### src/rtl/ctrl_pkg.sv
// Shared types and encodings for the multi-cycle control unit and its ALU decoder.
package ctrl_pkg;

   typedef enum logic [3:0] {
      FETCH, DECODE, EXECUTE, RTYPEWB, MEMADR, MEMREAD, MEMWB,
      MEMWRITE, BRANCH, ADDIEX, ADDIWB, JUMP, TRAP
   } state_t;

   localparam logic [5:0] OP_RTYPE = 6'b000000;
   localparam logic [5:0] OP_LW    = 6'b100011;
   localparam logic [5:0] OP_SW    = 6'b101011;
   localparam logic [5:0] OP_BEQ   = 6'b000100;
   localparam logic [5:0] OP_ADDI  = 6'b001000;
   localparam logic [5:0] OP_J     = 6'b000010;

   localparam logic [5:0] FN_ADD = 6'b100000;
   localparam logic [5:0] FN_SUB = 6'b100010;
   localparam logic [5:0] FN_AND = 6'b100100;
   localparam logic [5:0] FN_OR  = 6'b100101;
   localparam logic [5:0] FN_SLT = 6'b101010;
   localparam logic [5:0] FN_NOR = 6'b100111;

   localparam logic [3:0] ALU_AND = 4'b0000;
   localparam logic [3:0] ALU_OR  = 4'b0001;
   localparam logic [3:0] ALU_ADD = 4'b0010;
   localparam logic [3:0] ALU_SUB = 4'b0110;
   localparam logic [3:0] ALU_SLT = 4'b0111;
   localparam logic [3:0] ALU_NOR = 4'b1100;

   localparam logic [1:0] ALUOP_ADD   = 2'b00;
   localparam logic [1:0] ALUOP_SUB   = 2'b01;
   localparam logic [1:0] ALUOP_FUNCT = 2'b10;

   localparam logic [1:0] SRCB_RDB   = 2'b00;
   localparam logic [1:0] SRCB_FOUR  = 2'b01;
   localparam logic [1:0] SRCB_IMM   = 2'b10;
   localparam logic [1:0] SRCB_IMMSH = 2'b11;

   localparam logic [1:0] PCSRC_ALU    = 2'b00;
   localparam logic [1:0] PCSRC_ALUOUT = 2'b01;
   localparam logic [1:0] PCSRC_JUMP   = 2'b10;

endpackage

### src/rtl/alu_decoder.sv
// Maps ALUOp/Funct to an ALUControl code; valid drops for unsupported Funct values.
module alu_decoder
   import ctrl_pkg::*;
(
   input  logic [1:0] ALUOp,
   input  logic [5:0] Funct,
   output logic [3:0] ALUControl,
   output logic       valid
);

   always_comb begin
      ALUControl = '0;
      valid      = 1'b0;
      case (ALUOp)
         ALUOP_ADD: begin ALUControl = ALU_ADD; valid = 1'b1; end
         ALUOP_SUB: begin ALUControl = ALU_SUB; valid = 1'b1; end
         ALUOP_FUNCT: begin
            valid = 1'b1;
            case (Funct)
               FN_ADD:  ALUControl = ALU_ADD;
               FN_SUB:  ALUControl = ALU_SUB;
               FN_AND:  ALUControl = ALU_AND;
               FN_OR:   ALUControl = ALU_OR;
               FN_SLT:  ALUControl = ALU_SLT;
               FN_NOR:  ALUControl = ALU_NOR;
               default: valid = 1'b0;
            endcase
         end
         default: ;
      endcase
   end

endmodule

### src/rtl/multi_cycle_control.sv
// Multi-cycle Moore control FSM with mem_ready handshake, optional wait timeout and trap.
// Define CTRL_PERF_CNT_EN to add the cycle_count/instr_retired performance counters.
module multi_cycle_control
   import ctrl_pkg::*;
#(
   parameter int TIMEOUT_CYCLES = 0,
   parameter int TMO_W          = 8
)
(
   input  logic       clock,
   input  logic       reset,
   input  logic [5:0] Opcode,
   input  logic [5:0] Funct,
   input  logic       Zero,
   input  logic       mem_ready,
   output logic [3:0] ALUControl,
   output logic       RegWrite,
   output logic       RegDst,
   output logic       MemtoReg,
   output logic       MemRead,
   output logic       MemWrite,
   output logic       IorD,
   output logic       IRWrite,
   output logic       PCWrite,
   output logic       PCWriteCond,
   output logic       ALUSrcA,
   output logic [1:0] ALUSrcB,
   output logic [1:0] PCSource,
   output logic       halted
`ifdef CTRL_PERF_CNT_EN
   ,
   output logic [31:0] cycle_count,
   output logic [31:0] instr_retired
`endif
);

   localparam logic [TMO_W-1:0] TMO_LAST = TMO_W'(TIMEOUT_CYCLES - 1);

   state_t           state_q, state_d;
   logic [TMO_W-1:0] wait_q, wait_d;
   logic             halted_q, halted_d;
   logic [1:0]       alu_op;
   logic             alu_en, alu_valid, tmo_hit, mem_state, unused_zero;
   logic [3:0]       alu_ctrl;

   // Zero gates the PC load inside the datapath via PCWriteCond; control never consumes it.
   always_comb unused_zero = Zero;

   always_comb begin
      alu_op = ALUOP_ADD;
      alu_en = 1'b0;
      case (state_q)
         FETCH, DECODE, MEMADR, ADDIEX: alu_en = 1'b1;
         EXECUTE: begin alu_op = ALUOP_FUNCT; alu_en = 1'b1; end
         BRANCH:  begin alu_op = ALUOP_SUB;   alu_en = 1'b1; end
         default: ;
      endcase
   end

   alu_decoder u_alu_decoder (
      .ALUOp      (alu_op),
      .Funct      (Funct),
      .ALUControl (alu_ctrl),
      .valid      (alu_valid)
   );

   always_comb begin
      mem_state = (state_q == FETCH) || (state_q == MEMREAD) || (state_q == MEMWRITE);
      tmo_hit   = (TIMEOUT_CYCLES != 0) && (wait_q == TMO_LAST);
   end

   always_comb begin
      state_d     = state_q;
      ALUControl  = alu_en ? alu_ctrl : '0;
      RegWrite    = 1'b0;
      RegDst      = 1'b0;
      MemtoReg    = 1'b0;
      MemRead     = 1'b0;
      MemWrite    = 1'b0;
      IorD        = 1'b0;
      IRWrite     = 1'b0;
      PCWrite     = 1'b0;
      PCWriteCond = 1'b0;
      ALUSrcA     = 1'b0;
      ALUSrcB     = SRCB_RDB;
      PCSource    = PCSRC_ALU;
      halted      = halted_q;
      case (state_q)
         FETCH: begin
            MemRead = 1'b1;
            ALUSrcB = SRCB_FOUR;
            IRWrite = mem_ready;
            PCWrite = mem_ready;
            if (mem_ready)    state_d = DECODE;
            else if (tmo_hit) state_d = TRAP;
         end
         DECODE: begin
            ALUSrcB = SRCB_IMMSH;
            case (Opcode)
               OP_RTYPE:     state_d = EXECUTE;
               OP_LW, OP_SW: state_d = MEMADR;
               OP_BEQ:       state_d = BRANCH;
               OP_ADDI:      state_d = ADDIEX;
               OP_J:         state_d = JUMP;
               default:      state_d = TRAP;
            endcase
         end
         EXECUTE: begin
            ALUSrcA = 1'b1;
            state_d = alu_valid ? RTYPEWB : TRAP;
         end
         RTYPEWB: begin
            RegWrite = 1'b1;
            RegDst   = 1'b1;
            state_d  = FETCH;
         end
         MEMADR: begin
            ALUSrcA = 1'b1;
            ALUSrcB = SRCB_IMM;
            state_d = (Opcode == OP_LW) ? MEMREAD : MEMWRITE;
         end
         MEMREAD: begin
            MemRead = 1'b1;
            IorD    = 1'b1;
            if (mem_ready)    state_d = MEMWB;
            else if (tmo_hit) state_d = TRAP;
         end
         MEMWB: begin
            RegWrite = 1'b1;
            MemtoReg = 1'b1;
            state_d  = FETCH;
         end
         MEMWRITE: begin
            MemWrite = 1'b1;
            IorD     = 1'b1;
            if (mem_ready)    state_d = FETCH;
            else if (tmo_hit) state_d = TRAP;
         end
         BRANCH: begin
            ALUSrcA     = 1'b1;
            PCWriteCond = 1'b1;
            PCSource    = PCSRC_ALUOUT;
            state_d     = FETCH;
         end
         ADDIEX: begin
            ALUSrcA = 1'b1;
            ALUSrcB = SRCB_IMM;
            state_d = ADDIWB;
         end
         ADDIWB: begin
            RegWrite = 1'b1;
            state_d  = FETCH;
         end
         JUMP: begin
            PCWrite  = 1'b1;
            PCSource = PCSRC_JUMP;
            state_d  = FETCH;
         end
         TRAP:    state_d = TRAP;
         default: state_d = FETCH;
      endcase
      // Reset overrides every strobe combinationally, so an aborted request never leaks out.
      if (!reset) begin
         ALUControl  = '0;
         RegWrite    = 1'b0;
         RegDst      = 1'b0;
         MemtoReg    = 1'b0;
         MemRead     = 1'b0;
         MemWrite    = 1'b0;
         IorD        = 1'b0;
         IRWrite     = 1'b0;
         PCWrite     = 1'b0;
         PCWriteCond = 1'b0;
         ALUSrcA     = 1'b0;
         ALUSrcB     = '0;
         PCSource    = '0;
         halted      = 1'b0;
      end
   end

   always_comb begin
      wait_d = '0;
      if (mem_state && !mem_ready && (state_d == state_q))
         wait_d = (wait_q == '1) ? wait_q : wait_q + TMO_W'(1);
      halted_d = halted_q || (state_d == TRAP);
   end

   always_ff @(posedge clock) begin
      if (!reset) begin
         state_q  <= FETCH;
         wait_q   <= '0;
         halted_q <= 1'b0;
      end else begin
         state_q  <= state_d;
         wait_q   <= wait_d;
         halted_q <= halted_d;
      end
   end

`ifdef CTRL_PERF_CNT_EN
   logic [31:0] cyc_q, cyc_d, ret_q, ret_d;

   always_comb begin
      cyc_d         = halted_q ? cyc_q : cyc_q + 32'd1;
      ret_d         = ((state_d == FETCH) && (state_q != FETCH)) ? ret_q + 32'd1 : ret_q;
      cycle_count   = reset ? cyc_q : '0;
      instr_retired = reset ? ret_q : '0;
   end

   always_ff @(posedge clock) begin
      if (!reset) begin
         cyc_q <= '0;
         ret_q <= '0;
      end else begin
         cyc_q <= cyc_d;
         ret_q <= ret_d;
      end
   end
`endif

endmodule

### config.mk
export PLATFORM = sky130hd
export DESIGN_NAME = multi_cycle_control
export DESIGN_NICKNAME = d
export VERILOG_FILES = /design/src/rtl/ctrl_pkg.sv /design/src/rtl/alu_decoder.sv /design/src/rtl/multi_cycle_control.sv
export SDC_FILE = /design/constraint.sdc
export NUM_CORES = 1
export LEC_CHECK = 0
export CAP_MARGIN = 5
export CELL_PAD_IN_SITES_DETAIL_PLACEMENT = 0
export CELL_PAD_IN_SITES_GLOBAL_PLACEMENT = 1
export CORE_ASPECT_RATIO = 1.75
export CORE_MARGIN = 2
export CORE_UTILIZATION = 23
export CTS_BUF_LIST = sky130_fd_sc_hd__clkbuf_8 sky130_fd_sc_hd__clkbuf_16
export CTS_CLUSTER_DIAMETER = 150
export DETAILED_ROUTE_END_ITERATION = 16
export PLACE_DENSITY_LB_ADDON = 0.2
export SLEW_MARGIN = 25
export SYNTH_ARGS = -nofsm -noshare
export SYNTH_HDL_FRONTEND = slang
export SYNTH_SLANG_ARGS = --single-unit
### constraint.sdc
create_clock -name clock -period 1.48 [get_ports clock]
set_input_delay 0.296 -clock clock [delete_from_list [all_inputs] [get_ports clock]]
set_output_delay 0.296 -clock clock [all_outputs]
set_load 0.01 [all_outputs]
==> metrics.md <==
| Metric | Value |
|---|---|
| Die Ht | roughly 76 microns |
| Routed WL per cell | 14.94 microns |
| Synth async-reset ratio | 0 |
| Synth top area cells | dfxtp_1, nand2_1, nor2_1 |
| EDFF count, synth | 0 |
| Antenna Nets Post-Route | 0 |
| TritonCTS buffer count | 3 |
| Core area | approximately 2900 sq um |
| HP Class | flop to flop |
| Via Count | 1061 |
| Leak | between 0.7 and 0.8 nW |
| Max frequency | 586.4 MHz |
| Maximum root-to-sink buffer count | 2 |
| Seq/Total Area, Yosys | 0.1487 |
| CTS root buf | clkbuf_8 |
| Hold Buf Count CTS | 0 |
| Dpl cells | between 150 and 200 |
| Synth Flop Type | dfxtp_1 |
| Peak fanout along the critical path | 4 |
| Final GP Congestion | 0.8146 |
| Net count after synthesis | roughly 120 |
| Dpl ws | -0.7817 ns |
| Share of the synthesized area in the top cell type | 0.1487 |
| Antenna Cells | 0 |
| Slew Viols, Final | 0 |
| I/O Buffers | 33 |
| First drt pass iteration count | 4 |
| Starting Density | 0.2351 |
| Fin worst setup slack | -0.2255 ns |
| Largest net degree at the start of global routing | 9 |
| Global-route usage over all layers | 0.1860 |
| Top cell type by total area after synthesis | dfxtp_1 |
| Data arrival, critical path | ~1.4 ns |
| Yosys reg bits | 5 |
| Full die area | ~3400 sq um |
| Maximum VDD drop | 960.5 uV |
| GRT overflow | 0 |
| Footprint of the multi-input gates | between 800 and 900 sq um |
| Layout cell share with drive strength beyond 1 | 0.7072 |
| Commonest non-fill, non-tap cell in the layout | buf_4 |
| FF+latch area | ~120 sq um |
| Die span in x | between 40 and 50 microns |
| Number of max-cap violations | 0 |
| RSZ-0062 raised after global routing | true |
| Mean post-synth cell area | 6.731 sq um |
| DRT iter0 DRCs | 15 |
| Yosys warns | 0 |
| Final hold violations | 0 |
| Required @ worst endpoint | about 1.2 ns |
| Drt via density | ~5.1 |
| Clk slew on worst S/H paths | 0.04 ns |
| CP Launch Type | flop |
| Initial antenna violation count | 0 |
| Count of nets after finishing | ~200 |
| Layout area overhead | 150.9% |
| Htree depth | 1 |
| WL final | between 3000 and 4000 microns |
| CTS tree | built |
| Slew margin rel. | 0.7703 |
| DP Wirelength | between 2000 and 2500 microns |
| First-pass GRT wire length | 4698 microns |
| Outcome | complete, but fails checks |
| Setup violations, final | 15 |
| Worst-skew pair later-pin latency | between 0.2 and 0.25 ns |
| Yosys cell types | 39 |
| Cells after Synth | 100 |
| Most frequent cells in the layout | buf_4, buf_2, buf_6, nand2_1, dlygate4sd2_1 |
| Clock Skews | ~0.0022 ns |
| Vias in the first global route | about 1100 |
| Critical Path End Type | output pin |
| Power per Cell Area | 1569 nW/um^2 |
| Non-Filler Instances | 209 |
| Failing checks | negative setup slack |
| Clk sink count | 5 |
| Fin Hold WS | ~0.56 ns |
| Post-route DRC violation count | 0 |
| I/O pins | 35 |
| Final worst path period need | between 1.5 and 2 ns |
| Final period utilization | 1.152 |
| Slew @ Worst Pin | 0.3430 ns |
| Critical path class | flop to output pin |
| Synthesized area | about 670 sq um |
| FILL cells | 245 |
| Row cnt | 26 |
## worst paths after layout
path,from,end,slack [ns],cells past startpoint
setup / recovery,state_q[0]$_SDFF_PN0_,PCWrite,-0.23,6
hold / removal,halted_q$_SDFF_PN0_,halted_q$_SDFF_PN0_,0.56,3
setup reg to reg,state_q[2]$_SDFF_PN0_,halted_q$_SDFF_PN0_,-0.09,6
hold reg to reg,halted_q$_SDFF_PN0_,halted_q$_SDFF_PN0_,0.56,3
## worst max-delay path, stage by stage, from the launching register on
cell	delay, ns
dfxtp_4	0.35
buf_4	0.14
nor2_4	0.11
nand2_2	0.09
nor4b_4	0.23
or2_1	0.14
buf_2	0.12
## power by group
| part | switching [mW] | total (mW) | internal, mW | leakage (nW) |
|---|---|---|---|---|
| combinational | 0.949 | 2.10 | 1.15 | 0.665 |
| sequential | 0.0910 | 0.298 | 0.207 | 0.0437 |
| clock | 0.0712 | 0.249 | 0.178 | 0.0269 |
| total | 1.11 | 2.65 | 1.54 | 0.736 |
## cell families after synthesis
| family | share of synthesized area |
|---|---|
| AOI/OAI and AO/OA | 0.2677 |
| and+or+nand+nor | 0.4256 |
| buffers and inverters | 0.05948 |
| DFF | 0.1487 |
| adders and majority gates | 0.01487 |
| muxes | 0.03160 |
| xor gates and xnor gates | 0.05205 |
## synth_stat cells (2+ instances only)
library cell,instances
nor4_1,2
o21ai_1,2
nand3_1,5
nor3_1,5
nand2b_1,4
inv_1,2
xnor2_1,2
nor3b_1,3
o21ai_0,5
nor2_1,12
nor2b_1,3
a21oi_1,5
nand3b_1,2
dfxtp_1,5
o41ai_1,2
xor2_1,2
clkbuf_1,4
nand2_1,13
buf_2,2
## metrics by stage
| stage | area, sq um | TNS [ns] | total power [mW] | utilization |
|---|---|---|---|---|
| 2_1_floorplan | 752.0 | -0.01537 | 1.012 | - |
| 3_3_place_gp | 1335 | -13.63 | 1.738 | 0.4663 |
| 3_5_place_dp | 1335 | -14.06 | 1.740 | 0.4663 |
| 4_1_cts | 1514 | -1.458 | 2.296 | 0.5288 |
| 5_1_grt | 1689 | -2.799 | 2.818 | 0.5900 |
| 6_report | 1689 | -1.652 | 2.650 | 0.5900 |
## flip-flops by register name, indices dropped and copies added (netlist names)
name	cells
state_q	4
halted_q	1
## what timing repair did
item / 4_1_cts / 5_1_grt
cloned: 0 / 0
buffers inserted: 9 / 11
pin swaps: 26 / 24
hold endpoints to repair: 0 / 0
endpoints found under the setup margin: 24 / 22
gates resized for setup: 160 / 35
## metal layers
layer	global-route usage	share of wire	vias to the layer above
li1	-	-	525
met1	0.1602	0.32	509
met2	0.4026	0.63	23
met3	0.01896	0.032	4
met4	0.07190	0.012	0
met5	0	0	-
## area by class of cell
class	count	area share
Multi-Input combinational cell	86	0.4793
Timing Repair Buffer	84	0.4007
Sequential cell	5	0.06815
Clock buffer	3	0.02444
Tap cell	28	0.02074
Inverter	2	0.004444
Clock inverter	1	0.002222
Power figures use the tool's default switching activity.
